==> src/rtl/fifo_axi_pkg.sv <==
`default_nettype none
// ============================================================================
// Module  : fifo_axi_pkg
// Purpose : Shared definitions for the FIFO-to-SRAM write arbiter:
//           - word_w()          : packed word width {tlast, 8b keep, tdata}
//           - state_e           : burst FSM state encoding
//           - BURST_LEN_DEFAULT : default number of words per SRAM burst
// Ports   : none (package)
// Revision: 1.0 - initial release
// ============================================================================
package fifo_axi_pkg;

  localparam int BURST_LEN_DEFAULT = 4;

  typedef enum logic [1:0] {
    ST_IDLE  = 2'd0,
    ST_BURST = 2'd1,
    ST_DRAIN = 2'd2
  } state_e;

  // TDATA width is given in bytes; each word carries 8*bytes of data,
  // an 8-bit keep field and one tlast bit.
  function automatic int word_w(input int tdata_bytes);
    return 8 * tdata_bytes + 9;
  endfunction

endpackage
`default_nettype wire

==> src/rtl/fifo_rr_arbiter.sv <==
`default_nettype none
// ============================================================================
// Module  : fifo_rr_arbiter
// Purpose : Combinational round-robin pick. Scans last_i+1, last_i+2, ...
//           (mod NUM_QUEUES) and returns the first requesting index.
// Ports   : req_i   [NUM_QUEUES]     request vector
//           last_i  [QUEUE_ID_WIDTH] most recently served queue
//           grant_o [QUEUE_ID_WIDTH] chosen queue (0 when any_o is low)
//           any_o                    at least one request present
// Revision: 1.0 - initial release
// ============================================================================
module fifo_rr_arbiter #(
  parameter int NUM_QUEUES     = 4,
  parameter int QUEUE_ID_WIDTH = 2
) (
  input  logic [NUM_QUEUES-1:0]     req_i,
  input  logic [QUEUE_ID_WIDTH-1:0] last_i,
  output logic [QUEUE_ID_WIDTH-1:0] grant_o,
  output logic                      any_o
);

  logic [QUEUE_ID_WIDTH-1:0] idx;
  logic                      found;

  // Offset 1 is examined first so the previous winner has the lowest
  // priority; offset NUM_QUEUES wraps back to last_i itself, which lets a
  // lone requester be served back-to-back.
  always_comb begin
    grant_o = '0;
    found   = 1'b0;
    idx     = '0;
    for (int off = 1; off <= NUM_QUEUES; off++) begin
      idx = QUEUE_ID_WIDTH'((int'(last_i) + off) % NUM_QUEUES);
      if (!found && req_i[idx]) begin
        grant_o = idx;
        found   = 1'b1;
      end
    end
    any_o = found;
  end

endmodule
`default_nettype wire

==> src/rtl/fifo_axi_write_arbiter.sv <==
`default_nettype none
// ============================================================================
// Module  : fifo_axi_write_arbiter
// Purpose : Collects fixed BURST_LEN-word bursts from NUM_QUEUES per-queue
//           FWFT input FIFOs and writes them, one burst at a time, into the
//           SRAM write path. Queues are served round-robin among those that
//           hold a full burst and have SRAM room for it. A one-cycle
//           burst_inc_o pulse marks each completed burst.
// Ports   : memclk, reset         clock / synchronous active-high reset
//           in_burst_avail_i [N]  input FIFO i holds >= BURST_LEN words
//           in_data_i  [N*W]      head word of each input FIFO (slice i)
//           in_rd_en_o [N]        pop strobe to input FIFO i
//           mem_queue_full_i [N]  SRAM queue i cannot take another burst
//           mem_wr_valid_o / mem_wr_ready_i  output handshake
//           mem_din_o [W], mem_queue_id_o, mem_wr_first_o  output word
//           burst_inc_o [N]       burst fully accepted for queue i
//           burst_count_o [N*32]  per-queue burst counters (optional)
// Config  : define FIFOAXI_WR_STATS_EN to add burst_count_o.
// Revision: 1.0 - initial release
// ============================================================================
module fifo_axi_write_arbiter
  import fifo_axi_pkg::*;
#(
  parameter  int TDATA_WIDTH    = 32,
  parameter  int NUM_QUEUES     = 4,
  parameter  int QUEUE_ID_WIDTH = 2,
  parameter  int BURST_LEN      = BURST_LEN_DEFAULT,
  localparam int WORD_W         = word_w(TDATA_WIDTH)
) (
  input  logic                         memclk,
  input  logic                         reset,
  input  logic [NUM_QUEUES-1:0]        in_burst_avail_i,
  input  logic [NUM_QUEUES*WORD_W-1:0] in_data_i,
  output logic [NUM_QUEUES-1:0]        in_rd_en_o,
  input  logic [NUM_QUEUES-1:0]        mem_queue_full_i,
  output logic                         mem_wr_valid_o,
  input  logic                         mem_wr_ready_i,
  output logic [WORD_W-1:0]            mem_din_o,
  output logic [QUEUE_ID_WIDTH-1:0]    mem_queue_id_o,
  output logic                         mem_wr_first_o,
  output logic [NUM_QUEUES-1:0]        burst_inc_o
`ifdef FIFOAXI_WR_STATS_EN
  ,
  output logic [NUM_QUEUES*32-1:0]     burst_count_o
`endif
);

  localparam int                        CNT_W    = $clog2(BURST_LEN);
  localparam logic [CNT_W-1:0]          CNT_LAST = CNT_W'(BURST_LEN - 1);
  localparam logic [QUEUE_ID_WIDTH-1:0] Q_LAST   = QUEUE_ID_WIDTH'(NUM_QUEUES - 1);

  state_e                    state_q, state_d;
  logic [QUEUE_ID_WIDTH-1:0] cur_queue_q;
  logic [QUEUE_ID_WIDTH-1:0] last_queue_q;
  logic [CNT_W-1:0]          cnt_q;
  logic                      valid_q;
  logic [WORD_W-1:0]         din_q;
  logic [QUEUE_ID_WIDTH-1:0] qid_q;
  logic                      first_q;
  logic [NUM_QUEUES-1:0]     burst_inc_q;

  logic [NUM_QUEUES-1:0]     eligible;
  logic [QUEUE_ID_WIDTH-1:0] grant;
  logic                      grant_any;
  logic                      pop;

  logic [WORD_W-1:0]         in_word [NUM_QUEUES];

  for (genvar gi = 0; gi < NUM_QUEUES; gi++) begin : g_unpack
    assign in_word[gi] = in_data_i[gi*WORD_W +: WORD_W];
  end

  assign eligible = in_burst_avail_i & ~mem_queue_full_i;

  fifo_rr_arbiter #(
    .NUM_QUEUES     (NUM_QUEUES),
    .QUEUE_ID_WIDTH (QUEUE_ID_WIDTH)
  ) u_rr (
    .req_i   (eligible),
    .last_i  (last_queue_q),
    .grant_o (grant),
    .any_o   (grant_any)
  );

  // --------------------------------------------------------------------------
  // FSM: state register
  // --------------------------------------------------------------------------
  always_ff @(posedge memclk) begin
    if (reset) begin
      state_q <= ST_IDLE;
    end else begin
      state_q <= state_d;
    end
  end

  // --------------------------------------------------------------------------
  // FSM: next state
  // --------------------------------------------------------------------------
  always_comb begin
    state_d = state_q;
    case (state_q)
      ST_IDLE:  if (grant_any) state_d = ST_BURST;
      ST_BURST: if (pop && (cnt_q == CNT_LAST)) state_d = ST_DRAIN;
      ST_DRAIN: if (mem_wr_ready_i) state_d = ST_IDLE;
      default:  state_d = ST_IDLE;
    endcase
  end

  // --------------------------------------------------------------------------
  // FSM: outputs. A word is pulled whenever the output register is empty or
  // being emptied this cycle. Pops are suppressed under reset so no input
  // word is consumed by a burst that is being thrown away.
  // --------------------------------------------------------------------------
  always_comb begin
    pop        = 1'b0;
    in_rd_en_o = '0;
    if ((state_q == ST_BURST) && !reset) begin
      pop                     = ~valid_q | mem_wr_ready_i;
      in_rd_en_o[cur_queue_q] = pop;
    end
  end

  // --------------------------------------------------------------------------
  // Datapath and bookkeeping registers
  // --------------------------------------------------------------------------
  always_ff @(posedge memclk) begin
    if (reset) begin
      cur_queue_q  <= '0;
      last_queue_q <= Q_LAST;
      cnt_q        <= '0;
      valid_q      <= 1'b0;
      din_q        <= '0;
      qid_q        <= '0;
      first_q      <= 1'b0;
      burst_inc_q  <= '0;
    end else begin
      burst_inc_q <= '0;
      case (state_q)
        ST_IDLE: begin
          if (grant_any) begin
            cur_queue_q <= grant;
            cnt_q       <= '0;
          end
        end
        ST_BURST: begin
          if (pop) begin
            din_q   <= in_word[cur_queue_q];
            qid_q   <= cur_queue_q;
            first_q <= (cnt_q == '0);
            valid_q <= 1'b1;
            // Holds at the last index; IDLE clears it before the next burst.
            if (cnt_q != CNT_LAST) begin
              cnt_q <= cnt_q + 1'b1;
            end
          end
        end
        ST_DRAIN: begin
          if (mem_wr_ready_i) begin
            valid_q                  <= 1'b0;
            burst_inc_q[cur_queue_q] <= 1'b1;
            last_queue_q             <= cur_queue_q;
          end
        end
        default: begin
          valid_q <= 1'b0;
        end
      endcase
    end
  end

  assign mem_wr_valid_o = valid_q;
  assign mem_din_o      = din_q;
  assign mem_queue_id_o = qid_q;
  assign mem_wr_first_o = first_q;
  assign burst_inc_o    = burst_inc_q;

`ifdef FIFOAXI_WR_STATS_EN
  for (genvar gs = 0; gs < NUM_QUEUES; gs++) begin : g_stats
    logic [31:0] count_q;
    always_ff @(posedge memclk) begin
      if (reset) begin
        count_q <= '0;
      end else if (burst_inc_q[gs]) begin
        count_q <= count_q + 32'd1;
      end
    end
    assign burst_count_o[gs*32 +: 32] = count_q;
  end
`endif

endmodule
`default_nettype wire

==> config.mk <==
export PLATFORM = sky130hd
export DESIGN_NAME = fifo_axi_write_arbiter
export DESIGN_NICKNAME = d
export VERILOG_FILES = /design/src/rtl/fifo_axi_pkg.sv /design/src/rtl/fifo_rr_arbiter.sv /design/src/rtl/fifo_axi_write_arbiter.sv
export SDC_FILE = /design/constraint.sdc
export NUM_CORES = 1
export LEC_CHECK = 0
export CORE_AREA = 2 2 522 524
export CTS_CLUSTER_DIAMETER = 60
export CTS_CLUSTER_SIZE = 10
export DETAILED_ROUTE_END_ITERATION = 10
export DIE_AREA = 0 0 524 526
export GPL_TIMING_DRIVEN = 0
export SLEW_MARGIN = 20
export SYNTH_ARGS = -nofsm -noshare
export SYNTH_HDL_FRONTEND = slang
export SYNTH_HIERARCHICAL = 1
export SYNTH_SLANG_ARGS = --single-unit
==> constraint.sdc <==
create_clock -name memclk -period 1.65 [get_ports memclk]
set_input_delay 0.33 -clock memclk [delete_from_list [all_inputs] [get_ports memclk]]
set_output_delay 0.33 -clock memclk [all_outputs]
set_load 0.005 [all_outputs]
==> impl_metrics.env <==
export IMPL_run_status="finished with violations"
export IMPL_violated_checks="setup timing"
export IMPL_antenna_violating_nets_post_route=0
export IMPL_port_buffer_count=1346
export IMPL_yosys_warnings=6
export IMPL_synth_sequential_area_ratio_pct=37.73
export IMPL_regToRegStartpoint="mem_wr_valid_o"
export IMPL_leakage_uw=0.01296
export IMPL_p_per_area_nw_per_um2=732.7
export IMPL_cellInternalPower_uw=18380
export IMPL_initial_antenna_violation_count=355
export IMPL_worst_path_largest_cell_delay_ps=360
export IMPL_worstReg2RegEnd="mem_din_o[163]"
export IMPL_combinational_cell_fraction_of_total_power_pct=34.8
export IMPL_final_min_clock_period_ps=2215
export IMPL_critPathKind="flop to primary output"
export IMPL_rows=191
export IMPL_synth_top_area_share_pct=40.03
export IMPL_rsz0062_at_grt="true"
export IMPL_clock_buffers_created_by_tritoncts=46
export IMPL_clock_input_transition_at_the_sequential_cells_of_the_worst_setup_and_hold_paths_ps=60
export IMPL_synthTopCellsByArea="sky130_fd_sc_hd__mux4_2, sky130_fd_sc_hd__dfxtp_1, sky130_fd_sc_hd__a22o_1, sky130_fd_sc_hd__buf_2, sky130_fd_sc_hd__clkbuf_1"
export IMPL_cap_viol_max_count=0
export IMPL_rr_worst_depth=12
export IMPL_drt_vias_per_instance=3.286
export IMPL_cts_sink_count=281
export IMPL_cts_hold_repair_buffers=0
export IMPL_synth_edf_count=0
export IMPL_ioPinCount=1348
export IMPL_timing_hold_violations_final=0
export IMPL_portion_of_netlist_area_occupied_by_mux_cells_pct=40.31
export IMPL_synth_async_sr_flop_share_pct=0
export IMPL_design_core_area_um2=269800
export IMPL_worst_endpoint_arrival_ps=1890
export IMPL_h_tree_depth=2
export IMPL_synthMostInstantiatedCell="sky130_fd_sc_hd__dfxtp_1"
export IMPL_cp_num_buf_inv=3
export IMPL_final_max_slew_viol_count=0
export IMPL_setup_total_negative_slack_ps=-90900
export IMPL_final_critical_path_setup_slack_ps=-565.0
export IMPL_postSynthNetCount=2078
export IMPL_areaGrowthSynthToFinish_pct=149.7
export IMPL_hold_path_startpoint="reset"
export IMPL_sw_frac_of_total_pct=32.63
export IMPL_setup_worst_path_start_class="flop"
export IMPL_synth_top_area_cell="sky130_fd_sc_hd__mux4_2"
export IMPL_timing_critical_path_max_delay_family="simple AND/OR/NAND/NOR gates"
export IMPL_critical_path_slowest_cell="sky130_fd_sc_hd__dfxtp_4"
export IMPL_timing_hold_worst_path_depth=3
export IMPL_max_slew_margin_rel_pct=52.80
export IMPL_yosys_most_used_dff="sky130_fd_sc_hd__dfxtp_1"
export IMPL_vias=20422
export IMPL_drc=0
export IMPL_synth_xor_xnor_area_share_pct=0
export IMPL_crit_chain="nor2b_4, nor3b_4, buf_6, buf_12, nand2_8, nor2_4, buf_2"
export IMPL_timing_critical_path_to_type="primary output"
export IMPL_final_cells=6215
export IMPL_detailedRoute_firstPassIterationCount=5
export IMPL_grt_first_pass_wirelength_um=291900
export IMPL_drt_initial_drc_count=1784
export IMPL_timing_critical_path_fanout_max=5
export IMPL_root_buffer_cell="sky130_fd_sc_hd__clkbuf_16"
export IMPL_synthesis_instances=1005
export IMPL_dieArea_um2=275600
export IMPL_insertion_delay_ps=660
export IMPL_grt_start_max_net_pins=13
export IMPL_max_freq_ghz=0.4515
export IMPL_setup_viol=267
export IMPL_drive_gt1_share_pct=33.08
export IMPL_combinational_family_with_the_most_area_after_synthesis="multiplexers"
export IMPL_p_seq_share_pct=29.1
export IMPL_detailed_place_hpwl_um=225500
export IMPL_final_area_um2=37230
export IMPL_netSwitchingPower_uw=8901
export IMPL_finalCritPeriodShare_pct=134.2
export IMPL_track_usage_pct=17.47
export IMPL_nets=3578
export IMPL_vdd_ir_drop_max_mv=0.7347
export IMPL_timing_clock_skew_ps=39.77
export IMPL_worst_slew_pin_transition_ps=708.0
export IMPL_place_inst=5924
export IMPL_gp_routability_congestion=1.053
export IMPL_first_global_vias=19539
export IMPL_hp_class="input pin to flop"
export IMPL_overflow=0
export IMPL_synth_compound_gate_area_share_pct=16.43
export IMPL_die_height_um=526
export IMPL_ctsLongestPathBuffers=3
export IMPL_cts_tree="built"
export IMPL_drt_wirelength_per_cell_um=40.48
export IMPL_whs_endpoint="burst_inc_o[3]"
export IMPL_placed_area_um2=32930
export IMPL_synth_simple_area_share_pct=1.628
export IMPL_start_util_pct=5.526
export IMPL_syn_avg_cell_area_um2=14.84
export IMPL_timing_critical_path_required_ps=1320
export IMPL_p_clk_share_pct=36.1
export IMPL_reg2reg_slack_ps=-490
export IMPL_fp_dieW_um=524
export IMPL_ys_seq_elements=281
export IMPL_post_synth_most_frequent_cells="sky130_fd_sc_hd__dfxtp_1, sky130_fd_sc_hd__a22o_1, sky130_fd_sc_hd__mux4_2"
export IMPL_post_synth_num_cell_types=29
export IMPL_route_final_wire_length_um=251600
export IMPL_post_synthesis_adder_cell_area_fraction_pct=0.1678
export IMPL_mappedNetlistArea_um2=14910
-- sequential cells by signal (all words and copies together), names as in the netlist --
register / cells
mem_wr_first_o: 1
mem_wr_valid_o: 1
mem_queue_id_o: 2
cnt_q: 2
last_queue_q: 2
burst_inc_o: 4
state_q: 2
cur_queue_q: 2
mem_din_o: 265
-- placed cells by master, fill, tap and decap left out, drive strengths merged --
master         netlist  routed
and3                 1       1
dlygate4sd2          0      46
mux2                 1       1
nor4                 2       2
clkinvlp             0       3
nor3b                2       2
a21oi                7       7
clkinv               0       8
clkdlybuf4s50        0    1069
bufinv               0       2
nor2                15      15
o221ai               1       1
clkdlybuf4s15        0      88
dfxtp              281     281
a211o                3       3
bufbuf               0       2
clkbuf              49     105
nand2                6       6
o21ai                1       1
mux2i                3       3
buf                 73     317
nand3b               2       2
a31oi                1       1
inv                  5      15
and2b                1       1
nor2b                7       7
a211oi               1       1
diode                0     112
a22o               268     268
ha                   2       2
nor3                 4       4
mux4               265     265
nand2b               4       4
-- metal layers --
layer	wire length, um	GRT usage, %	up-vias
li1	-	-	7532
met1	96910	20.22	10083
met2	105800	26.12	2016
met3	35980	10.13	631
met4	11880	7.045	160
met5	1049	0.01755	-
-- stage by stage --
step	total power [uW]	hold slack, ps	setup WS [ps]	util, %
2_1_floorplan	10240	438.8	-71.46	-
3_3_place_gp	16630	442.5	-2127	12.18
3_5_place_dp	16660	439.8	-2114	12.20
4_1_cts	27570	218.6	-716.3	13.67
5_1_grt	28060	297.6	-691.9	13.74
6_report	27280	296.1	-565.0	13.80
-- power by group through the flow --
stage                     logic, uW  clock network [uW]  registers, uW
after floorplan                2350                   0           7890
after global placement         8610                   0           8020
after detailed placement       8620                   0           8030
after CTS                      9480               10200           7920
after global routing           9740               10300           7980
final                          9490                9850           7940
-- kinds of logic (layout without fill, tap and decap cells) --
family	Yosys count	count (layout)
other cells	0	112
compound gates	282	282
mux	269	269
fa+ha+maj	2	2
flops	281	281
simple gates	44	44
buf+inv	127	1655
-- worst register-to-register path, stage by stage (launching register included) --
cell and delay (ps):
sky130_fd_sc_hd__dfxtp_4 370, sky130_fd_sc_hd__nor2b_4 180, sky130_fd_sc_hd__nor3b_4 60, sky130_fd_sc_hd__buf_6 160, sky130_fd_sc_hd__buf_6 120, sky130_fd_sc_hd__buf_12 120
sky130_fd_sc_hd__buf_12 120, sky130_fd_sc_hd__buf_16 130, sky130_fd_sc_hd__buf_16 150, sky130_fd_sc_hd__buf_16 180, sky130_fd_sc_hd__buf_12 150, sky130_fd_sc_hd__buf_16 120
sky130_fd_sc_hd__a22o_1 180
-- how the worst max path moves through the flow --
stage / start / to / slack [ps] / cells after the start
after global routing: state_q[0] / in_rd_en_o[1] / -690 / 7
after global placement: mem_wr_ready_i / mem_din_o[141] / -2130 / 6
after floorplan: cur_queue_q[0] / mem_din_o[119] / -70 / 5
after CTS: state_q[0] / in_rd_en_o[3] / -720 / 8
after detailed placement: mem_wr_ready_i / mem_din_o[142] / -2110 / 6
final: state_q[1] / in_rd_en_o[3] / -570 / 7
-- timing repair --
item                                    in CTS  in global routing
pin swaps                                  163                 37
resized for setup                         1393                 17
cloned                                      36                  0
endpoints found under the hold margin        0                  0
setup buffers                               66                  4
endpoints found under the setup margin     555                283
-- layout make-up --
class                           count  area, um^2
Timing Repair Buffer             1455       14910
Sequential cell                   281        5808
Inverter                            5       18.77
Multi-Input combinational cell    597        8798
Antenna cell                      112       280.3
Fill cell                       30143      232600
Tap cell                         3570        4467
Buffer                            119        1485
Clock buffer                       53        1227
Clock inverter                     23       236.5
(Power assumes the default switching activity.)
